==> config.mk <==
export PLATFORM = sky130hd
export DESIGN_NAME = sd_img_arbiter_flat
export DESIGN_NICKNAME = d
export VERILOG_FILES = /design/src/rtl/sd_img_arbiter_if.sv /design/src/rtl/sd_img_arbiter.sv /design/src/flat_wrapper.sv
export SDC_FILE = /design/constraint.sdc
export NUM_CORES = 1
export LEC_CHECK = 0
export BUFFER_PORTS_ARGS = -buffer_cell sky130_fd_sc_hd__buf_2
export CAP_MARGIN = 20
export CORE_UTILIZATION = 50
export CTS_BUF_LIST = sky130_fd_sc_hd__clkbuf_16
export DETAILED_ROUTE_END_ITERATION = 12
export GPL_TIMING_DRIVEN = 0
export PLACE_DENSITY = 0.88
export RECOVER_POWER = 50
export SYNTH_ARGS = -nofsm -noshare
export SYNTH_HDL_FRONTEND = slang
export SYNTH_SLANG_ARGS = --single-unit
==> constraint.sdc <==
create_clock -name clock -period 4.86 [get_ports clock]
set_input_delay 1.458 -clock clock [delete_from_list [all_inputs] [get_ports clock]]
set_output_delay 1.458 -clock clock [all_outputs]
set_load 0.01 [all_outputs]
==> src/rtl/sd_img_arbiter_if.sv <==
// Bundle of the client-side, host-side and mount signals around the SD-image arbiter.
// The master modport is the arbiter itself; the slave modport is its environment.
interface sd_img_arbiter_if #(
    parameter int CHANNELS = 3,
    parameter int LBA_W    = 32
);
    logic [CHANNELS-1:0]       cli_rd;
    logic [CHANNELS-1:0]       cli_wr;
    logic [CHANNELS*LBA_W-1:0] cli_lba;
    logic [CHANNELS*8-1:0]     cli_din;
    logic [CHANNELS-1:0]       cli_ack;
    logic [CHANNELS-1:0]       cli_err;
    logic [CHANNELS-1:0]       sd_rd;
    logic [CHANNELS-1:0]       sd_wr;
    logic                      sd_ack;
    logic [LBA_W-1:0]          sd_lba;
    logic [7:0]                sd_din;
    logic [CHANNELS-1:0]       img_mounted;
    logic [63:0]               img_size;
    logic [CHANNELS-1:0]       ready;

    modport master (
        input  cli_rd, cli_wr, cli_lba, cli_din, sd_ack, img_mounted, img_size,
        output cli_ack, cli_err, sd_rd, sd_wr, sd_lba, sd_din, ready
    );

    modport slave (
        output cli_rd, cli_wr, cli_lba, cli_din, sd_ack, img_mounted, img_size,
        input  cli_ack, cli_err, sd_rd, sd_wr, sd_lba, sd_din, ready
    );
endinterface

==> src/rtl/sd_img_arbiter.sv <==
// Round-robin arbiter sharing the single user_io SD-image port among several image
// clients, with request latching, ack timeout and per-drive image-present tracking.
module sd_img_arbiter #(
    parameter int          CHANNELS = 3,
    parameter int          LBA_W    = 32,
    parameter logic [23:0] TIMEOUT  = 24'd2_800_000
) (
    input  logic             clock,
    input  logic             reset,
    sd_img_arbiter_if.master bus
);
    localparam int IDXW = (CHANNELS > 1) ? $clog2(CHANNELS) : 1;

    typedef enum logic [1:0] {
        IDLE = 2'd0,
        REQ  = 2'd1,
        XFER = 2'd2
    } state_t;

    state_t              state_r, stateNext_s;
    logic [IDXW-1:0]     grant_r, grantNext_s;
    logic [IDXW-1:0]     last_r, lastNext_s;
    logic [CHANNELS-1:0] sdRd_r, sdRdNext_s;
    logic [CHANNELS-1:0] sdWr_r, sdWrNext_s;
    logic [LBA_W-1:0]    sdLba_r, sdLbaNext_s;
    logic [CHANNELS-1:0] cliErr_r, cliErrNext_s;
    logic [23:0]         count_r, countNext_s;
    logic [CHANNELS-1:0] ready_r;
    logic [CHANNELS-1:0] cliAck_s;
    logic [CHANNELS-1:0] pend_s;
    logic [IDXW:0]       pick_s;

    // First pending channel scanning upward from last+1 with wrap; MSB flags a hit.
    function automatic logic [IDXW:0] rrPick(input logic [CHANNELS-1:0] pend,
                                             input logic [IDXW-1:0] last);
        logic            found;
        logic [IDXW-1:0] pick;
        int              idx;
        found = 1'b0;
        pick  = '0;
        for (int k = 1; k <= CHANNELS; k++) begin
            idx = (int'(last) + k) % CHANNELS;
            if (!found && pend[IDXW'(idx)]) begin
                found = 1'b1;
                pick  = IDXW'(idx);
            end
        end
        return {found, pick};
    endfunction

    assign pend_s = bus.cli_rd | bus.cli_wr;
    assign pick_s = rrPick(pend_s, last_r);

    // Next-state and next-output logic of the grant FSM.
    always_comb begin
        stateNext_s  = state_r;
        grantNext_s  = grant_r;
        lastNext_s   = last_r;
        sdRdNext_s   = sdRd_r;
        sdWrNext_s   = sdWr_r;
        sdLbaNext_s  = sdLba_r;
        cliErrNext_s = '0;
        countNext_s  = count_r;
        case (state_r)
            IDLE: begin
                countNext_s = 24'd0;
                if (pick_s[IDXW]) begin
                    grantNext_s = pick_s[IDXW-1:0];
                    sdLbaNext_s = bus.cli_lba[int'(pick_s[IDXW-1:0]) * LBA_W +: LBA_W];
                    sdRdNext_s  = '0;
                    sdWrNext_s  = '0;
                    // Read wins when both are requested; the write stays pending.
                    if (bus.cli_rd[pick_s[IDXW-1:0]]) begin
                        sdRdNext_s[pick_s[IDXW-1:0]] = 1'b1;
                    end else begin
                        sdWrNext_s[pick_s[IDXW-1:0]] = 1'b1;
                    end
                    stateNext_s = REQ;
                end else begin
                    stateNext_s = IDLE;
                end
            end
            REQ: begin
                if (bus.sd_ack) begin
                    sdRdNext_s  = '0;
                    sdWrNext_s  = '0;
                    countNext_s = 24'd0;
                    stateNext_s = XFER;
                end else if ((TIMEOUT != 24'd0) && ((count_r + 24'd1) == TIMEOUT)) begin
                    sdRdNext_s            = '0;
                    sdWrNext_s            = '0;
                    countNext_s           = 24'd0;
                    cliErrNext_s[grant_r] = 1'b1;
                    lastNext_s            = grant_r;
                    stateNext_s           = IDLE;
                end else begin
                    countNext_s = count_r + 24'd1;
                end
            end
            XFER: begin
                if (!bus.sd_ack) begin
                    lastNext_s  = grant_r;
                    stateNext_s = IDLE;
                end else begin
                    stateNext_s = XFER;
                end
            end
            default: begin
                sdRdNext_s  = '0;
                sdWrNext_s  = '0;
                countNext_s = 24'd0;
                stateNext_s = IDLE;
            end
        endcase
    end

    // Grant FSM state and registered host-side outputs.
    always_ff @(posedge clock or negedge reset) begin
        if (!reset) begin
            state_r  <= IDLE;
            grant_r  <= '0;
            last_r   <= IDXW'(CHANNELS - 1);
            sdRd_r   <= '0;
            sdWr_r   <= '0;
            sdLba_r  <= '0;
            cliErr_r <= '0;
            count_r  <= 24'd0;
        end else begin
            state_r  <= stateNext_s;
            grant_r  <= grantNext_s;
            last_r   <= lastNext_s;
            sdRd_r   <= sdRdNext_s;
            sdWr_r   <= sdWrNext_s;
            sdLba_r  <= sdLbaNext_s;
            cliErr_r <= cliErrNext_s;
            count_r  <= countNext_s;
        end
    end

    // Image-present flags, updated by every mount pulse regardless of arbitration.
    always_ff @(posedge clock or negedge reset) begin
        if (!reset) begin
            ready_r <= '0;
        end else begin
            for (int i = 0; i < CHANNELS; i++) begin
                if (bus.img_mounted[i]) begin
                    ready_r[i] <= (bus.img_size != 64'd0);
                end else begin
                    ready_r[i] <= ready_r[i];
                end
            end
        end
    end

    // Host ack routed to the granted client only while a request is in flight.
    always_comb begin
        cliAck_s = '0;
        if (bus.sd_ack && (state_r != IDLE)) begin
            cliAck_s[grant_r] = 1'b1;
        end else begin
            cliAck_s = '0;
        end
    end

    assign bus.cli_ack = cliAck_s;
    assign bus.cli_err = cliErr_r;
    assign bus.sd_rd   = sdRd_r;
    assign bus.sd_wr   = sdWr_r;
    assign bus.sd_lba  = sdLba_r;
    assign bus.sd_din  = bus.cli_din[int'(grant_r) * 8 +: 8];
    assign bus.ready   = ready_r;
endmodule

==> src/flat_wrapper.sv <==
// flat-port wrapper written by rule: the top's interface ports become plain ports
module sd_img_arbiter_flat 
#(
    parameter int          CHANNELS = 3,
    parameter int          LBA_W    = 32,
    parameter logic [23:0] TIMEOUT  = 24'd2_800_000
)
  (clock, reset, bus_cli_rd, bus_cli_wr, bus_cli_lba, bus_cli_din, bus_sd_ack, bus_img_mounted, bus_img_size, bus_cli_ack, bus_cli_err, bus_sd_rd, bus_sd_wr, bus_sd_lba, bus_sd_din, bus_ready);
  sd_img_arbiter_if #(.CHANNELS(CHANNELS), .LBA_W(LBA_W)) bus_i ();
  input  logic clock;
  input  logic reset;
  input wire logic [$bits(bus_i.cli_rd)-1:0] bus_cli_rd;
  input wire logic [$bits(bus_i.cli_wr)-1:0] bus_cli_wr;
  input wire logic [$bits(bus_i.cli_lba)-1:0] bus_cli_lba;
  input wire logic [$bits(bus_i.cli_din)-1:0] bus_cli_din;
  input wire logic [$bits(bus_i.sd_ack)-1:0] bus_sd_ack;
  input wire logic [$bits(bus_i.img_mounted)-1:0] bus_img_mounted;
  input wire logic [$bits(bus_i.img_size)-1:0] bus_img_size;
  output wire logic [$bits(bus_i.cli_ack)-1:0] bus_cli_ack;
  output wire logic [$bits(bus_i.cli_err)-1:0] bus_cli_err;
  output wire logic [$bits(bus_i.sd_rd)-1:0] bus_sd_rd;
  output wire logic [$bits(bus_i.sd_wr)-1:0] bus_sd_wr;
  output wire logic [$bits(bus_i.sd_lba)-1:0] bus_sd_lba;
  output wire logic [$bits(bus_i.sd_din)-1:0] bus_sd_din;
  output wire logic [$bits(bus_i.ready)-1:0] bus_ready;
  assign bus_i.cli_rd = bus_cli_rd;
  assign bus_i.cli_wr = bus_cli_wr;
  assign bus_i.cli_lba = bus_cli_lba;
  assign bus_i.cli_din = bus_cli_din;
  assign bus_i.sd_ack = bus_sd_ack;
  assign bus_i.img_mounted = bus_img_mounted;
  assign bus_i.img_size = bus_img_size;
  assign bus_cli_ack = bus_i.cli_ack;
  assign bus_cli_err = bus_i.cli_err;
  assign bus_sd_rd = bus_i.sd_rd;
  assign bus_sd_wr = bus_i.sd_wr;
  assign bus_sd_lba = bus_i.sd_lba;
  assign bus_sd_din = bus_i.sd_din;
  assign bus_ready = bus_i.ready;
  sd_img_arbiter #(.CHANNELS(CHANNELS), .LBA_W(LBA_W), .TIMEOUT(TIMEOUT)) u_core (.clock(clock), .reset(reset), .bus(bus_i));
endmodule
==> results by group <==
Outcome
  • Status: complete, but fails checks
  • Failing checks: capacitance limit, slew limit

Route
  • DRT antenna net count: 0
  • DR DRC count: 0
  • Met1 wire length: between 6000 and 7000 um
  • Vias: approximately 5,700
  • DR iter-0 viols: ~370
  • Routed WL per cell: ~19 um
  • Met3 wire len: about 1300 um
  • Highest metal used: met4
  • Vias/cell: 5.99
  • DRT Pass-1 Iters: 5
  • Met2 wire len: 9120 um
  • Routed wire length: roughly 18,000 um

Flow run
  • MaxCap Viol Count: 1

Clock network
  • Num CTS Buffers: 9
  • Post_cts resized: 0
  • CTS Root Cell: clkbuf_16
  • Setup bufs post-CTS: 0
  • Clk sinks: 74
  • Max Buffers Root-to-Sink: 2
  • CTS tree: built
  • CTS clk-pin slew, worst paths: 0.06 ns
  • Clock Latency Late Sink: around 0.34 ns
  • H-tree Lvls: 3
  • # hold bufs at CTS: 0

Timing
  • Post-Route Skew: approximately 0.0070 ns
  • RSZ-0062 raised after global routing: false
  • Relative slew slack: -21.4%
  • Highest clock rate: approximately 270 MHz
  • Slew Viols, Final: 74
  • Minimum clock period: 3.76 ns
  • Final-report setup violation count: 0
  • Final Worst Setup Slack: 1.10 ns
  • Post-route setup TNS: 0 ns
  • Final hold violations: 0
  • Tcrit/Tclk final: between 70% and 80%
  • Worst-Margin Slew: approximately 1.8 ns

Global routing
  • Initial antenna violation count: 2
  • First-pass GRT wire length: roughly 27,000 um
  • Vias in the first global route: between 5,000 and 6,000
  • Pin count of the biggest net entering global routing: 74
  • Total track usage: a little over a third
  • Total grt overflow: 0

Yosys
  • Post-synth EDFFs: 0
  • Area leader, netlist: dfrtp_1
  • Synth Register Bits: between 70 and 80
  • Ys async rst share: between 90% and 100%
  • Syn_area_per_cell: between 8 and 9 um2
  • Post-Syn Nets: between 700 and 800
  • Sequential area share after synthesis: 38.9%
  • Top cell type's share of synthesized area: 38.3%
  • Count of different cell masters after synthesis: 55
  • Post-Syn Area: between 0.004 and 0.005 mm2
  • Syn Inst Count: about 560
  • Primary FF master, synth: dfrtp_1
  • Synth top area cells: dfrtp_1 (38%), nand2_1 (6.7%), a22o_1 (5.9%), o21ai_0 (5.7%), a21oi_1 (4.5%)
  • Count of warnings emitted by yosys: 0

Placement
  • Pre-CTS setup slack: around 1.1 ns
  • Placed Area: 0.00621 mm2
  • Port bufs: about 250
  • Post-DP HPWL: roughly 14,000 um
  • Final Wtd Congestion: about 0.93

Layout
  • Storage element area: roughly 0.0019 mm2
  • # fillers: 759
  • Share of cells above drive strength 1: a little under a third
  • Area Overhead vs Synth: 35.7%
  • Nets: 1,025
  • Layout Cell Area excl Fill: around 0.0065 mm2
  • Multi-input gate area: ~0.0027 mm2

Power
  • Maximum VDD drop: around 0.42 mV
  • Design Power: 3310 uW
  • Pleak: between 0.003 and 0.004 uW
  • Power Density: ~500 mW/mm2

Critical path
  • CP Launch Type: register
  • CP Capture Type: primary output
  • Worst EP arrival: between 2 and 2.5 ns
  • R2r setup slk: about 1.5 ns
  • Setup CP Type: reg2out
  • Max FO, Critical Path: 10
  • CP required: ~3.4 ns

Die
  • Number of cell rows: 35
  • Chip height: 99.6 um
  • Starting density of the core: roughly 52%
  • Core box area: about 0.0092 mm2
  • I/O pins: 251
  • Chip Width: ~100 um
  • Die Footprint: roughly 0.01 mm2

Min path
  • Hold Path Class: reg2reg
critical path, stage by stage, from the launching register on:
cell and delay, ns:
dfrtp_1 0.32, clkbuf_1 0.32, buf_1 0.56, mux2i_1 0.15
o21ai_0 0.38, buf_2 0.23
per-stage QoR:
stage / instances / hold slack [ns] / util, %
after floorplan: 559 / 0.496 / -
final: 958 / 0.486 / 70.0
after global placement: 937 / 0.459 / 66.8
after global routing: 958 / 0.518 / 70.0
after CTS: 956 / 0.485 / 70.6
after detailed placement: 940 / 0.466 / 67.2
final cells by class:
cell class | instances | share of cell area, %
antenna | 2 | 0.0774
buffer | 41 | 2.63
clock buffer | 9 | 3.48
clock inverter | 7 | 1.28
inverter | 13 | 0.755
multi-input combinational | 431 | 41.6
sequential | 74 | 28.7
tap | 129 | 2.50
timing repair buffer | 252 | 19.0
cells in the final DEF (no fill, tap or decap), types with 3 or more instances in the layout:
master and instances:
or4_1 5, nor3_1 7, nand4_1 13, clkbuf_16 9
or3_1 5, o2bb2ai_1 6, buf_2 226, a211oi_1 4
a31oi_1 7, o31ai_1 8, inv_1 13, mux2i_1 12
a22o_1 32, ha_1 7, o2111ai_1 3, and3_1 8
o211ai_1 3, nand3_1 17, nor4_1 27, mux2_4 5
dfrtp_1 73, buf_4 3, inv_6 3, xnor2_1 3
nor2b_1 3, a21oi_1 43, nand2b_1 9, nand2_1 85
o21ai_0 54, o22ai_1 4, clkbuf_1 60, and4_1 5
nor2_1 26
power by group:
part,switching (uW),internal (uW)
clock network,288,407
registers,114,801
logic,1080,620
kinds of logic (layout without fill, tap and decap cells):
| kind of cell | after synthesis | after routing | synth area share [%] |
|---|---|---|---|
| buffers and inverters | 54 | 322 | 4.60 |
| DFF | 74 | 74 | 38.9 |
| muxes | 17 | 17 | 4.10 |
| other | 0 | 2 | 0 |
| AOI/OAI and AO/OA | 176 | 176 | 24.6 |
| xor gates and xnor gates | 5 | 5 | 0.919 |
| and+or+nand+nor | 224 | 224 | 24.6 |
| adders and majority gates | 9 | 9 | 2.26 |
synth_stat cells, drive strengths merged (7+ instances only):
library cell   n
nor3           7
inv           13
a21oi         43
nand3         17
mux2i         12
o31ai          8
dfrtp         73
ha             7
and3           8
nand2b         9
o21ai         54
nor2          26
nand2         85
buf            8
nor4          28
a31oi          7
a22o          32
nand4         15
clkbuf        33
worst paths after layout:
check                                                      start                          endpoint  cells past startpoint
worst max-delay path               u_core.grant_r[1]$_DFFE_PN0P_                     bus_sd_din[6]                      5
worst min-delay path            u_core.bus.sd_lba[4]$_DFFE_PN0P_  u_core.bus.sd_lba[4]$_DFFE_PN0P_                      2
worst max register to register     u_core.count_r[0]$_DFFE_PN0N_     u_core.state_r[0]$_DFFE_PN0P_                      8
worst min register to register  u_core.bus.sd_lba[4]$_DFFE_PN0P_  u_core.bus.sd_lba[4]$_DFFE_PN0P_                      2
max in group asynchronous                                  reset   u_core.bus.ready[1]$_DFFE_PN0P_                      2
min in group asynchronous                                  reset  u_core.bus.sd_lba[4]$_DFFE_PN0P_                      1
metal layers:
metal	up-vias	track usage [%]
li1	2629	-
met1	2687	38.3
met2	367	63.9
met3	55	6.18
met4	0	21.0
met5	-	0
state kept, by name, summed over array words and instances (netlist names):
name and cells:
u_core.bus.cli_err 3, u_core.bus.ready 3, u_core.bus.sd_lba 32, u_core.bus.sd_rd 3, u_core.bus.sd_wr 3, u_core.count_r 24, u_core.grant_r 2, u_core.last_r 2
u_core.state_r 2
(Power assumes the default switching activity.)
